`src/rtl/mem_ctrl.sv`:
```
// ----------------------------------------------------------------------------
// mem_ctrl
// ----------------------------------------------------------------------------
// Request sequencer that sits directly in front of the 256 x 8 single-port
// byte RAM. It takes byte or halfword loads and stores from the CPU datapath
// over a valid/ready handshake. Each request becomes one or two RAM beats, and
// the controller returns one response pulse per request. Halfwords are
// little-endian: the low byte is at addr and the high byte is at addr+1.
//
// Parameters
//   ADDR_W  RAM address width (8 for the current RAM)
//   RD_LAT  cycles from a RAM read beat to valid ram_rdata (>= 1)
//
// Optional feature macro: MEM_CTRL_WRAP_ERR_EN
//   defined   : a halfword request at the top address issues no RAM beat and
//               completes at once with rsp_err=1, rsp_rdata=0
//   undefined : rsp_err is tied 0; a halfword at the top address wraps to 0
//
// Ports
//   clk, rst                 clock (rising edge), synchronous active-high reset
//   req_valid / req_ready    request handshake
//   req_we, req_wide         0/1 = load/store, 0/1 = byte/halfword
//   req_addr, req_wdata      byte address, store data (byte uses [7:0])
//   rsp_valid                one-cycle completion pulse
//   rsp_rdata, rsp_err       load result (zero-extended for bytes), error flag
//   ram_en, ram_r_w          RAM enable, 0 = read / 1 = write
//   ram_addr, ram_wdata      RAM address and write data
//   ram_rdata                RAM registered read data
// ----------------------------------------------------------------------------
module mem_ctrl #(
    parameter int ADDR_W = 8,
    parameter int RD_LAT = 1
) (
    input  logic              clk,
    input  logic              rst,
    input  logic              req_valid,
    output logic              req_ready,
    input  logic              req_we,
    input  logic              req_wide,
    input  logic [ADDR_W-1:0] req_addr,
    input  logic [15:0]       req_wdata,
    output logic              rsp_valid,
    output logic [15:0]       rsp_rdata,
    output logic              rsp_err,
    output logic              ram_en,
    output logic              ram_r_w,
    output logic [ADDR_W-1:0] ram_addr,
    output logic [7:0]        ram_wdata,
    input  logic [7:0]        ram_rdata
);

    // The WAIT counter only has to reach RD_LAT-1.
    localparam int CNT_W = (RD_LAT > 1) ? $clog2(RD_LAT) : 1;
    localparam logic [CNT_W-1:0] CNT_LAST = CNT_W'(RD_LAT - 1);

    typedef enum logic [1:0] {
        IDLE  = 2'd0,
        ISSUE = 2'd1,
        WAIT  = 2'd2,
        RESP  = 2'd3
    } state_t;

    state_t            state;
    logic              beat;          // 0 = byte at addr, 1 = byte at addr+1
    logic [CNT_W-1:0]  wait_cnt;
    logic              lat_we;
    logic              lat_wide;
    logic [ADDR_W-1:0] lat_addr;
    logic [7:0]        lat_wdata_hi;  // only the high byte is needed after accept
    logic [7:0]        lat_lo;        // low byte of a halfword load
    logic              last_beat;

    // Builds the load result from the byte arriving now and the stored low byte.
    function automatic logic [15:0] merge_rdata(input logic       wide,
                                                input logic [7:0] lo,
                                                input logic [7:0] rd);
        merge_rdata = wide ? {rd, lo} : {8'h00, rd};
    endfunction

    assign last_beat = !lat_wide || beat;

    // Ready is decoded from state alone, and it is also held low while rst is high.
    assign req_ready = (state == IDLE) && !rst;

`ifdef MEM_CTRL_WRAP_ERR_EN
    logic err_q;
    assign rsp_err = err_q;
`else
    assign rsp_err = 1'b0;
`endif

    // All outputs are registered. Each transition loads the outputs that belong
    // to the state being entered, so outputs depend only on registered state.
    always_ff @(posedge clk) begin
        if (rst) begin
            state        <= IDLE;
            beat         <= 1'b0;
            wait_cnt     <= '0;
            lat_we       <= 1'b0;
            lat_wide     <= 1'b0;
            lat_addr     <= '0;
            lat_wdata_hi <= 8'h00;
            lat_lo       <= 8'h00;
            rsp_valid    <= 1'b0;
            rsp_rdata    <= 16'h0000;
            ram_en       <= 1'b0;
            ram_r_w      <= 1'b0;
            ram_addr     <= '0;
            ram_wdata    <= 8'h00;
`ifdef MEM_CTRL_WRAP_ERR_EN
            err_q        <= 1'b0;
`endif
        end else begin
            rsp_valid <= 1'b0;
            ram_en    <= 1'b0;
`ifdef MEM_CTRL_WRAP_ERR_EN
            err_q     <= 1'b0;
`endif
            case (state)
                IDLE: begin
                    if (req_valid) begin
                        lat_we       <= req_we;
                        lat_wide     <= req_wide;
                        lat_addr     <= req_addr;
                        lat_wdata_hi <= req_wdata[15:8];
                        lat_lo       <= 8'h00;
                        beat         <= 1'b0;
`ifdef MEM_CTRL_WRAP_ERR_EN
                        // A halfword at the top address would wrap. Reject it without touching the RAM.
                        if (req_wide && (req_addr == {ADDR_W{1'b1}})) begin
                            state     <= RESP;
                            rsp_valid <= 1'b1;
                            rsp_rdata <= 16'h0000;
                            err_q     <= 1'b1;
                        end else
`endif
                        begin
                            state     <= ISSUE;
                            ram_en    <= 1'b1;
                            ram_r_w   <= req_we;
                            ram_addr  <= req_addr;
                            ram_wdata <= req_wdata[7:0];
                        end
                    end
                end

                ISSUE: begin
                    if (lat_we) begin
                        if (last_beat) begin
                            state     <= RESP;
                            rsp_valid <= 1'b1;
                            rsp_rdata <= 16'h0000;
                        end else begin
                            // Second store beat. The address wraps modulo 2^ADDR_W.
                            beat      <= 1'b1;
                            ram_en    <= 1'b1;
                            ram_r_w   <= 1'b1;
                            ram_addr  <= lat_addr + ADDR_W'(1);
                            ram_wdata <= lat_wdata_hi;
                        end
                    end else begin
                        state    <= WAIT;
                        wait_cnt <= '0;
                    end
                end

                WAIT: begin
                    if (wait_cnt == CNT_LAST) begin
                        if (last_beat) begin
                            state     <= RESP;
                            rsp_valid <= 1'b1;
                            rsp_rdata <= merge_rdata(lat_wide, lat_lo, ram_rdata);
                        end else begin
                            lat_lo    <= ram_rdata;
                            beat      <= 1'b1;
                            state     <= ISSUE;
                            ram_en    <= 1'b1;
                            ram_r_w   <= 1'b0;
                            ram_addr  <= lat_addr + ADDR_W'(1);
                            ram_wdata <= lat_wdata_hi;
                        end
                    end else begin
                        wait_cnt <= wait_cnt + CNT_W'(1);
                    end
                end

                RESP: begin
                    state <= IDLE;
                end

                default: begin
                    state <= IDLE;
                end
            endcase
        end
    end

endmodule

```
`config.mk`:
```
export PLATFORM = sky130hd
export DESIGN_NAME = mem_ctrl
export DESIGN_NICKNAME = d
export VERILOG_FILES = /design/src/rtl/mem_ctrl.sv
export SDC_FILE = /design/constraint.sdc
export NUM_CORES = 1
export LEC_CHECK = 0
export ABC_CLOCK_PERIOD_IN_PS = 3100
export CAP_MARGIN = 5
export CORE_ASPECT_RATIO = 0.5
export CORE_MARGIN = 3
export CORE_UTILIZATION = 52
export CTS_CLUSTER_SIZE = 16
export DETAILED_ROUTE_END_ITERATION = 12
export PLACE_DENSITY = 0.95
export SLEW_MARGIN = 15
export SYNTH_ARGS = -nofsm -noshare
export SYNTH_HDL_FRONTEND = slang
export SYNTH_SLANG_ARGS = --single-unit
```
`constraint.sdc`:
```
create_clock -name clk -period 3.1 [get_ports clk]
set_input_delay 0.62 -clock clk [delete_from_list [all_inputs] [get_ports clk]]
set_output_delay 0.62 -clock clk [all_outputs]
set_load 0.005 [all_outputs]
```
==> summary.txt, run 1 <==
Proportion of synthesized chip area in sequential cells: 44.0%
Register clock-pin slew on the reported worst setup and hold paths: 0.06 ns
WP data required: 2.48 ns
Net total in the final layout: 447
Outcome: completed
Placed Instances: 462
Post-route clock skew: 0.00848 ns
Iteration-0 DRC Markers: 182
Ports placed on the boundary: 74
Syn Std Cell Area: 2910 sq um
Total grt overflow: 0
Transition time at the pin with the least slew margin: 1.05 ns
Max-slew violation total from the final report: 0
Critical path class: reg2out
Share of post-route cells with drive strength above 1: 10.8%
WP buf/inv: 2
# diodes: 0
First-pass GRT wire length: 12.7 mm
Number of unique standard cell types used by synthesis: 39
All-layer global routing usage: 24.3%
Gate count of the mapped netlist: 339
Power per standard cell area: 830 nW/um^2
Max frequency: 410 MHz
Flip-flop and latch area: 1280 sq um
Number of buffers added on ports: 72
Data arrival time of the critical path: 1.82 ns
Critical-path cell with the highest stage delay: clkdlybuf4s50_1
Most used DFF post-synth: dfxtp_1
Synthesis Warnings: 0
Vias in the first global route: 2773
Period utilization: 78.7%
Routed via count: 2725
Core outline area: 5160 sq um
Number of synthesized flops with an enable pin: 0
Final Wtd Congestion: 0.840
Max-cap viol count: 0
Delay-heaviest family, CP: buffers and inverters
CTS Buf Count: 9
Worst VDD drop: 0.395 mV
Setup repair bufs after CTS: 0
Die span in y: 58.9 um
Clock period minus worst slack: 2.44 ns
TritonRoute pass-1 iters: 5
Total negative slack: 0 ns
Pin count of the biggest net entering global routing: 66
Highest-count cells in the layout ignoring fill and taps: clkdlybuf4s50_1, nand2_1, dfxtp_1
Min-Delay Path Class: reg2reg
Synthesis-stage register bit count: 64
Fillers: 365
Root buffer cell: clkbuf_8
Number of gates given a new drive strength after cts: 0
H-tree lvl count: 3
Most common cell after layout, fill and taps aside: clkdlybuf4s50_1
Cell breakdown of the critical path: inv_1 > ha_1 > nor2b_1 > clkdlybuf4s50_1
Antenna violations before repair: 0
Layout Cells excl Fill: 477
Multi-input gate area: 1480 sq um
Core Rows: 18
Starting utilization of the core area: 56.5%
Die Footprint: 6590 sq um
Clk buf depth: 2
Post-detailed-route count of antenna-violating nets: 0
Total setup violations reported at the end of the flow: 0
Leak Pwr: 1.34 nW
Clock tree from TritonCTS: done
CP startpoint kind: register
Clock sink total: 64
Area growth from synthesis to layout: 31.5%
Average size of a mapped cell: 8.59 sq um
Nature of the critical path endpoint: output port
Critical Path Max Stage Delay: 0.51 ns
Hold buffer count at cts: 0
Fin. Hold Viols: 0
Routed length per instance: 15.9 um
Slew Limit Headroom: 29.7%
Final WL: 7.61 mm
Residual DRC count: 0
Clk Latency, worst-skew pair: 0.35 ns
Detailed placer's ending HPWL: 5.25 mm
Maximum fanout along the worst path: 7
Net count after synthesis: 383
Mean number of vias per cell: 5.71
Fraction of registers with async set/reset: 0%
Chip Width: 112 um
Setup repair after global routing missed its margin: no
-- cells in the mapped netlist (2+ instances only) --
master     instances  share of area (%)
a211oi_2           7                3.0
ha_1               7                3.0
nor2_1            18                2.3
buf_6              4                1.5
nand2_1           68                8.8
or2_2              2               0.43
clkbuf_1          14                1.8
o41ai_1            2               0.60
a21oi_1           49                8.4
and2_1             2               0.43
nand4_1           10                2.1
nand3_1           22                3.8
inv_1              5               0.64
buf_1              4               0.52
buf_4              2               0.52
mux2i_1           10                3.4
a31o_2             2               0.60
a211oi_1           7                1.8
nor3_1             5               0.86
a2111oi_2          2                1.0
o21a_1             4                1.0
dfxtp_1           64                 44
nor2b_1            5                1.1
xor2_1             2               0.60
mux2_2             8                3.1
-- cell families after synthesis --
group                    count (synthesis)  synth area share [%]
AND/OR/NAND/NOR                        134                  20.5
buffers and inverters                   29                  5.03
multiplexers                            18                  6.53
other                                    1                 0.129
XOR/XNOR                                 3                 0.903
flip-flops                              64                  44.0
adder cells (fa/ha/maj)                  7                  3.01
AO/OA/AOI/OAI                           83                  19.9
-- flip-flops by register name, summed over array words and instances, names as in the netlist --
name,cells
ram_wdata,8
beat,1
lat_addr,8
ram_addr,8
lat_wide,1
ram_en,1
rsp_valid,1
lat_lo,8
lat_wdata_hi,8
state,2
ram_r_w,1
lat_we,1
rsp_rdata,16
-- final timing paths --
| path | to | slack [ns] | cells past startpoint | start |
|---|---|---|---|---|
| worst min-delay path | lat_wdata_hi[5] | 0.45 | 2 | lat_wdata_hi[5] |
| worst min register to register | lat_wdata_hi[5] | 0.45 | 2 | lat_wdata_hi[5] |
| worst max register to register | lat_lo[4] | 0.70 | 6 | state[0] |
| worst max-delay path | req_ready | 0.66 | 4 | state[1] |
-- tightest hold or removal path, delay by kind of cell, from the launching register on --
family,cells,cell delay [ns]
and+or+nand+nor,1,0.05
AOI/OAI and AO/OA,1,0.05
DFF,1,0.31
-- metrics by stage --
stage	hold WS, ns	instance area (sq um)	utilization (%)	setup WS, ns	power (mW)
after detailed placement	0.445	3620	70.3	0.596	2.45
after floorplan	0.428	2910	-	1.16	2.00
after global routing	0.475	3830	74.3	0.549	3.38
final	0.453	3830	74.3	0.660	3.18
after CTS	0.457	3830	74.3	0.660	3.19
after global placement	0.436	3620	70.3	0.767	2.37
-- report_power, final --
part | leakage (nW) | internal (mW) | switching (mW)
Combinational | 0.714 | 0.602 | 0.734
Clock | 0.108 | 0.430 | 0.310
Sequential | 0.522 | 0.994 | 0.111
Total | 1.34 | 2.03 | 1.15
-- area by class of cell --
class | instances | area share [%]
clock buffers | 12 | 4.31
clock inverters | 3 | 1.05
inverters | 5 | 0.490
multi-input cells | 246 | 38.7
flip-flops and latches | 64 | 33.5
well taps | 70 | 2.29
repair buffers | 77 | 19.7
-- layer usage --
layer	routed length, um	up-vias	global-route usage, %
met5	0	-	0
met4	171	0	8.32
met3	493	20	9.55
met2	3920	83	44.4
met1	3020	1311	26.4
li1	-	1311	-
Note: power is estimated with default switching activity, not from simulation.
==> run 2: changes to the inputs <==
Settings changed: ABC_CLOCK_PERIOD_IN_PS 3100 to 2100, CORE_UTILIZATION 52 to 44, PLACE_DENSITY 0.95 to 0.88.
Clock period 3.1 ns to 2.1 ns, I/O delays scaled along.
==> run 2 against run 1 <==
Net effect:
- wire length rose by 2.3%
- critical endpoint is now ram_addr[5]
- cell count rose by 6.3%
- sequential power rose by 48%
- largest power group unchanged
- global-route usage fell by 2.8 points
- sequential cell count did not move
- register-to-register slack got worse by 0.56 ns
- non-clock buffer count rose by 11
- die area rose by 17%
- via count rose by 0.22%
- clock-buffer cell count rose by 1
==> summary.txt, run 2 (same netlist as run 1, synthesis figures left out) <==
Max frequency: 510 MHz
Chip Width: 121 um (was 112 um)
Final core area utilization: 65.4% (was 74.3%)
Core Rows: 20 (was 18)
Met1 usage in global routing: 26.5% (was 26.4%)
Worst VDD drop: 0.611 mV (was 0.395 mV)
Pin count of the biggest net entering global routing: 37 (was 66)
All-layer global routing usage: 21.5% (was 24.3%)
Comb power frac: 40.3% (was 42.0%)
Hold Path End: lat_lo[2] (was lat_wdata_hi[5])
Sequential cell fraction of total power: 30.3% (was 34.7%)
Starting utilization of the core area: 46.7% (was 56.5%)
Number of stages on the worst hold path: 2 (unchanged)
Total setup violations reported at the end of the flow: 0 (unchanged)
Nature of the critical path endpoint: register (was output port)
Hold buffer count at cts: 0 (unchanged)
Post-detailed-route count of antenna-violating nets: 0 (unchanged)
Clk Latency, worst-skew pair: 0.32 ns (was 0.35 ns)
Share of post-route cells with drive strength above 1: 13.1% (was 10.8%)
Clock sink total: 64 (unchanged)
Highest-count cells in the layout ignoring fill and taps: clkdlybuf4s50_1, nand2_1, dfxtp_1 (unchanged)
Outcome: completed (unchanged)
Residual DRC count: 0 (unchanged)
Maximum fanout along the worst path: 10 (was 7)
Period utilization: 93.4%
Critical-path cell with the highest stage delay: a2111o_1 (was clkdlybuf4s50_1)
Net switching share of the total power: 33.4% (was 36.3%)
Endpoint of the worst-slack reg-to-reg timing path: ram_addr[5] (was lat_lo[4])
Data arrival time of the critical path: 2.18 ns (was 1.82 ns)
Clk buf depth: 2 (unchanged)
Hold path start: lat_lo[2] (was lat_wdata_hi[5])
Cell breakdown of the critical path: inv_2 > ha_4 > nor2b_1 > a2111o_1 > o41ai_1 (was inv_1 > ha_1 > nor2b_1 > clkdlybuf4s50_1)
Clock power frac: 29.4% (was 23.3%)
Net total in the final layout: 458 (was 447)
Area growth from synthesis to layout: 39.9% (was 31.5%)
H-tree lvl count: 3 (unchanged)
Min-Delay Path Class: reg2reg (unchanged)
Met2 Resource Use GR: 37.0% (was 44.4%)
Biggest register: rsp_rdata (unchanged)
# diodes: 0 (unchanged)
Register clock-pin slew on the reported worst setup and hold paths: 0.05 ns (was 0.06 ns)
Reg-to-reg setup timing slack: 0.14 ns (was 0.70 ns)
Fin. Hold Viols: 0 (unchanged)
Global routing's busiest layer: met2 (unchanged)
Worst hold slack after final layout: 0.448 ns (was 0.453 ns)
Die span in y: 63.5 um (was 58.9 um)
Max-cap viol count: 0 (unchanged)
Routed length per instance: 15.3 um (was 15.9 um)
Setup repair after global routing missed its margin: no (unchanged)
Core outline area: 6230 sq um (was 5160 sq um)
Leak Pwr: 1.46 nW (was 1.34 nW)
Critical Path Max Stage Delay: 0.57 ns (was 0.51 ns)
WP data required: 2.32 ns (was 2.48 ns)
Power per standard cell area: 1320 nW/um^2 (was 830 nW/um^2)
Total grt overflow: 0 (unchanged)
Met3 usage in global routing: 4.84% (was 9.55%)
Number of buffers added on ports: 72 (unchanged)
Final WL: 7.78 mm (was 7.61 mm)
Critical path class: reg2reg (was reg2out)
Most common cell after layout, fill and taps aside: clkdlybuf4s50_1 (unchanged)
Transition time at the pin with the least slew margin: 0.545 ns (was 1.05 ns)
Clock period minus worst slack: 1.96 ns
Antenna violations before repair: 0 (unchanged)
Slew Limit Headroom: 63.6% (was 29.7%)
Die Footprint: 7690 sq um (was 6590 sq um)
PnR worst setup slack: 0.139 ns (was 0.660 ns)
Max-slew violation total from the final report: 0 (unchanged)
Iteration-0 DRC Markers: 166 (was 182)
Final Wtd Congestion: 0.887 (was 0.840)
CP startpoint kind: register (unchanged)
Worst-case reg-to-reg path depth: 5 (was 6)
TritonRoute pass-1 iters: 4 (was 5)
Post-route clock skew: 0.00620 ns (was 0.00848 ns)
Root buffer cell: clkbuf_16 (was clkbuf_8)
Detailed placer's ending HPWL: 4.89 mm (was 5.25 mm)
Net Switching: 1.79 mW (was 1.15 mW)
CTS Buf Count: 9 (unchanged)
Ports placed on the boundary: 74 (unchanged)
Routed via count: 2731 (was 2725)
First-pass GRT wire length: 13.4 mm (was 12.7 mm)
Worst-case setup slack after placement: -0.0164 ns (was 0.596 ns)
Mean number of vias per cell: 5.39 (was 5.71)
Vias in the first global route: 2762 (was 2773)
Crit Reg-Reg Startpoint: state[1] (was state[0])
Clock tree from TritonCTS: done (unchanged)
Internal Power: 3.58 mW (was 2.03 mW)
Max reg flops: 16 (unchanged)
==> run 2: area by class of cell <==
cell class	instances	area [sq um]
multi-input cells	246	1500
well taps	88	110
repair buffers	88	851
fillers	486	2160
inverters	5	18.8
flip-flops and latches	64	1280
clock inverters	3	65.1
clock buffers	13	250
==> run 2: stage by stage <==
step                instance area [sq um]  TNS, ns  std cells  total power [mW]
floorplan                            2910        0        339              2.95
detailed placement                   3730  -0.0164        490              3.73
finish                               4070        0        507              5.37
global route                         4070        0        507              5.69
CTS                                  4060        0        506              5.39
global placement                     3730        0        490              3.67
==> run 2: per-layer routing <==
layer,wire length [um],vias to the layer above
met5,0,-
met4,121,0
met3,408,15
met2,3910,88
met1,3340,1289
li1,-,1339
==> run 2: critical path, delay by kind of cell (launching register included) <==
family / cells / cell delay [ns]
buffers and inverters: 1 / 0.10
adder cells (fa/ha/maj): 1 / 0.19
AND/OR/NAND/NOR: 1 / 0.19
AO/OA/AOI/OAI: 2 / 0.97
flip-flops: 1 / 0.40
==> run 2: what timing repair did <==
item	in CTS	in global routing
buffers inserted	0	1
endpoints found under the setup margin	1	1
gates resized for setup	3	1
==> run 2: worst max-delay path by stage <==
stage / start / depth (start not counted) / endpoint
6_report: state[1] / 5 / ram_addr[5]
5_1_grt: state[1] / 7 / ram_r_w
4_1_cts: state[1] / 4 / req_ready
3_5_place_dp: req_valid / 4 / ram_addr[5]
3_3_place_gp: req_valid / 4 / ram_addr[6]
2_1_floorplan: state[0] / 6 / ram_addr[3]
==> run 2: power by group through the flow <==
| stage | clock [mW] | combinational (mW) | sequential, mW |
|---|---|---|---|
| 5_1_grt | 1.65 | 2.38 | 1.66 |
| 3_3_place_gp | 0 | 2.03 | 1.64 |
| 4_1_cts | 1.60 | 2.16 | 1.63 |
| 6_report | 1.58 | 2.16 | 1.63 |
| 3_5_place_dp | 0 | 2.09 | 1.64 |
| 2_1_floorplan | 0 | 1.31 | 1.64 |
==> run 3: changes to the inputs <==
Settings changed: SETUP_SLACK_MARGIN set to 0.05.
==> run 3 against run 2 <==
Net effect:
- cell count did not move
- sequential share of layout area barely moved
- critical path depth did not move
- first-iteration DRC count fell by 2.4%
==> summary.txt, run 3 (same netlist as run 1, synthesis figures left out) <==
Outcome: completed (unchanged)
Max-slew violation total from the final report: 0 (unchanged)
Power per standard cell area: 1320 nW/um^2 (about the same)
Routed via count: 2717 (was 2731)
Total negative slack: 0 ns (unchanged)
Antenna violations before repair: 0 (unchanged)
Residual DRC count: 0 (unchanged)
Worst hold slack after final layout: 0.448 ns (about the same)
CTS Buf Count: 9 (unchanged)
Critical path class: reg2reg (unchanged)
WP data required: 2.32 ns (about the same)
Cell breakdown of the critical path: inv_2 > ha_4 > nor2b_1 > a2111o_2 > o41ai_1 (was inv_2 > ha_4 > nor2b_1 > a2111o_1 > o41ai_1)
Transition time at the pin with the least slew margin: 0.550 ns (was 0.545 ns)
Detailed placer's ending HPWL: 4.89 mm (unchanged)
Clock tree from TritonCTS: done (unchanged)
Worst VDD drop: 0.614 mV (was 0.611 mV)
Max reg flops: 16 (unchanged)
Biggest register: rsp_rdata (unchanged)
Core outline area: 6230 sq um (unchanged)
Share of post-route cells with drive strength above 1: 13.4% (was 13.1%)
Highest-count cells in the layout ignoring fill and taps: clkdlybuf4s50_1, nand2_1, dfxtp_1 (unchanged)
Die span in y: 63.5 um (unchanged)
First-pass GRT wire length: 13.4 mm (unchanged)
Data arrival time of the critical path: 2.17 ns (was 2.18 ns)
Final core area utilization: 65.4% (about the same)
Maximum fanout along the worst path: 10 (unchanged)
Iteration-0 DRC Markers: 162 (was 166)
Total grt overflow: 0 (unchanged)
Met3 usage in global routing: 4.84% (unchanged)
Critical Path Max Stage Delay: 0.58 ns (was 0.57 ns)
Fin. Hold Viols: 0 (unchanged)
Nature of the critical path endpoint: register (unchanged)
Vias in the first global route: 2762 (unchanged)
All-layer global routing usage: 21.5% (unchanged)
Period utilization: 93.2% (was 93.4%)
Clk Latency, worst-skew pair: 0.32 ns (about the same)
Clock period minus worst slack: 1.96 ns (about the same)
H-tree lvl count: 3 (unchanged)
Min-Delay Path Class: reg2reg (unchanged)
Most common cell after layout, fill and taps aside: clkdlybuf4s50_1 (unchanged)
Core Rows: 20 (unchanged)
Post-detailed-route count of antenna-violating nets: 0 (unchanged)
Total setup violations reported at the end of the flow: 0 (unchanged)
CP startpoint kind: register (unchanged)
Starting utilization of the core area: 46.7% (unchanged)
Root buffer cell: clkbuf_16 (unchanged)
Critical-path cell with the highest stage delay: a2111o_2 (was a2111o_1)
TritonRoute pass-1 iters: 4 (unchanged)
Routed length per instance: 15.3 um (about the same)
Net total in the final layout: 458 (unchanged)
Clock sink total: 64 (unchanged)
Global routing's busiest layer: met2 (unchanged)
Final WL: 7.77 mm (was 7.78 mm)
Area growth from synthesis to layout: 40.0% (was 39.9%)
Reg-to-reg setup timing slack: 0.14 ns (about the same)
Chip Width: 121 um (unchanged)
Mean number of vias per cell: 5.36 (was 5.39)
Post-route clock skew: 0.00531 ns (was 0.00620 ns)
Fillers: 484 (was 486)
Max-cap viol count: 0 (unchanged)
Leak Pwr: 1.46 nW (about the same)
Ports placed on the boundary: 74 (unchanged)
Final Wtd Congestion: 0.887 (unchanged)
Number of buffers added on ports: 72 (unchanged)
Slew Limit Headroom: 63.3% (was 63.6%)
Met2 Resource Use GR: 37.0% (unchanged)
Pin count of the biggest net entering global routing: 37 (unchanged)
Met1 usage in global routing: 26.5% (unchanged)
Register clock-pin slew on the reported worst setup and hold paths: 0.05 ns (about the same)
Max frequency: 511 MHz (was 510 MHz)
Clk buf depth: 2 (unchanged)
# diodes: 0 (unchanged)
Die Footprint: 7690 sq um (unchanged)
run 3: cell counts in the layout (fill, tap and decap cells not counted):
No cell type changed its count.
run 3: critical path, delay by kind of cell (launching register included):
family / cells / cell delay (ns)
simple gates: 1 / 0.20
buf+inv: 1 / 0.10
compound gates: 2 / 0.95
fa+ha+maj: 1 / 0.19
flops: 1 / 0.41
run 3: path summary, 6_finish.rpt:
check,startpoint,end,depth (start not counted)
worst min register to register,lat_lo[2],lat_lo[2],2
worst max-delay path,state[1],ram_addr[5],5
worst max register to register,state[1],ram_addr[5],5
worst min-delay path,lat_lo[2],lat_lo[2],2
run 3: what timing repair did:
action | 4_1_cts | 5_1_grt
setup buffers | 0 | 1
hold buffers | 0 | 0
resized for setup | 3 | 3
setup endpoints to repair | 3 | 5
gates cloned | 0 | 0
run 3: per-layer routing:
metal | part of all wire (%) | up-vias
li1 | - | 1340
met1 | 44 | 1288
met2 | 50 | 76
met3 | 4.8 | 13
met4 | 1.4 | 0
met5 | 0 | -
run 3: layout make-up:
| class | count | area, sq um | area share, % |
|---|---|---|---|
| clock buffers | 13 | 250 | 6.14 |
| clock inverters | 3 | 65.1 | 1.60 |
| inverters | 5 | 18.8 | 0.461 |
| multi-input cells | 246 | 1500 | 36.8 |
| flip-flops and latches | 64 | 1280 | 31.4 |
| well taps | 88 | 110 | 2.70 |
| repair buffers | 88 | 851 | 20.9 |
run 3: where the power goes:
group	switching, mW	leakage, nW	internal [mW]
combinational	1.14	0.785	1.04
sequential	0.160	0.522	1.47
clock	0.512	0.154	1.07
total	1.81	1.46	3.58
run 3: through the flow:
step / cell area, sq um / power, mW / setup slack, ns / std cells
2_1_floorplan: 2910 / 2.95 / 0.162 / 339
3_3_place_gp: 3730 / 3.67 / 0.0936 / 490
3_5_place_dp: 3730 / 3.73 / -0.0164 / 490
4_1_cts: 4060 / 5.39 / 0.0692 / 506
5_1_grt: 4080 / 5.70 / -0.129 / 507
6_report: 4080 / 5.39 / 0.143 / 507
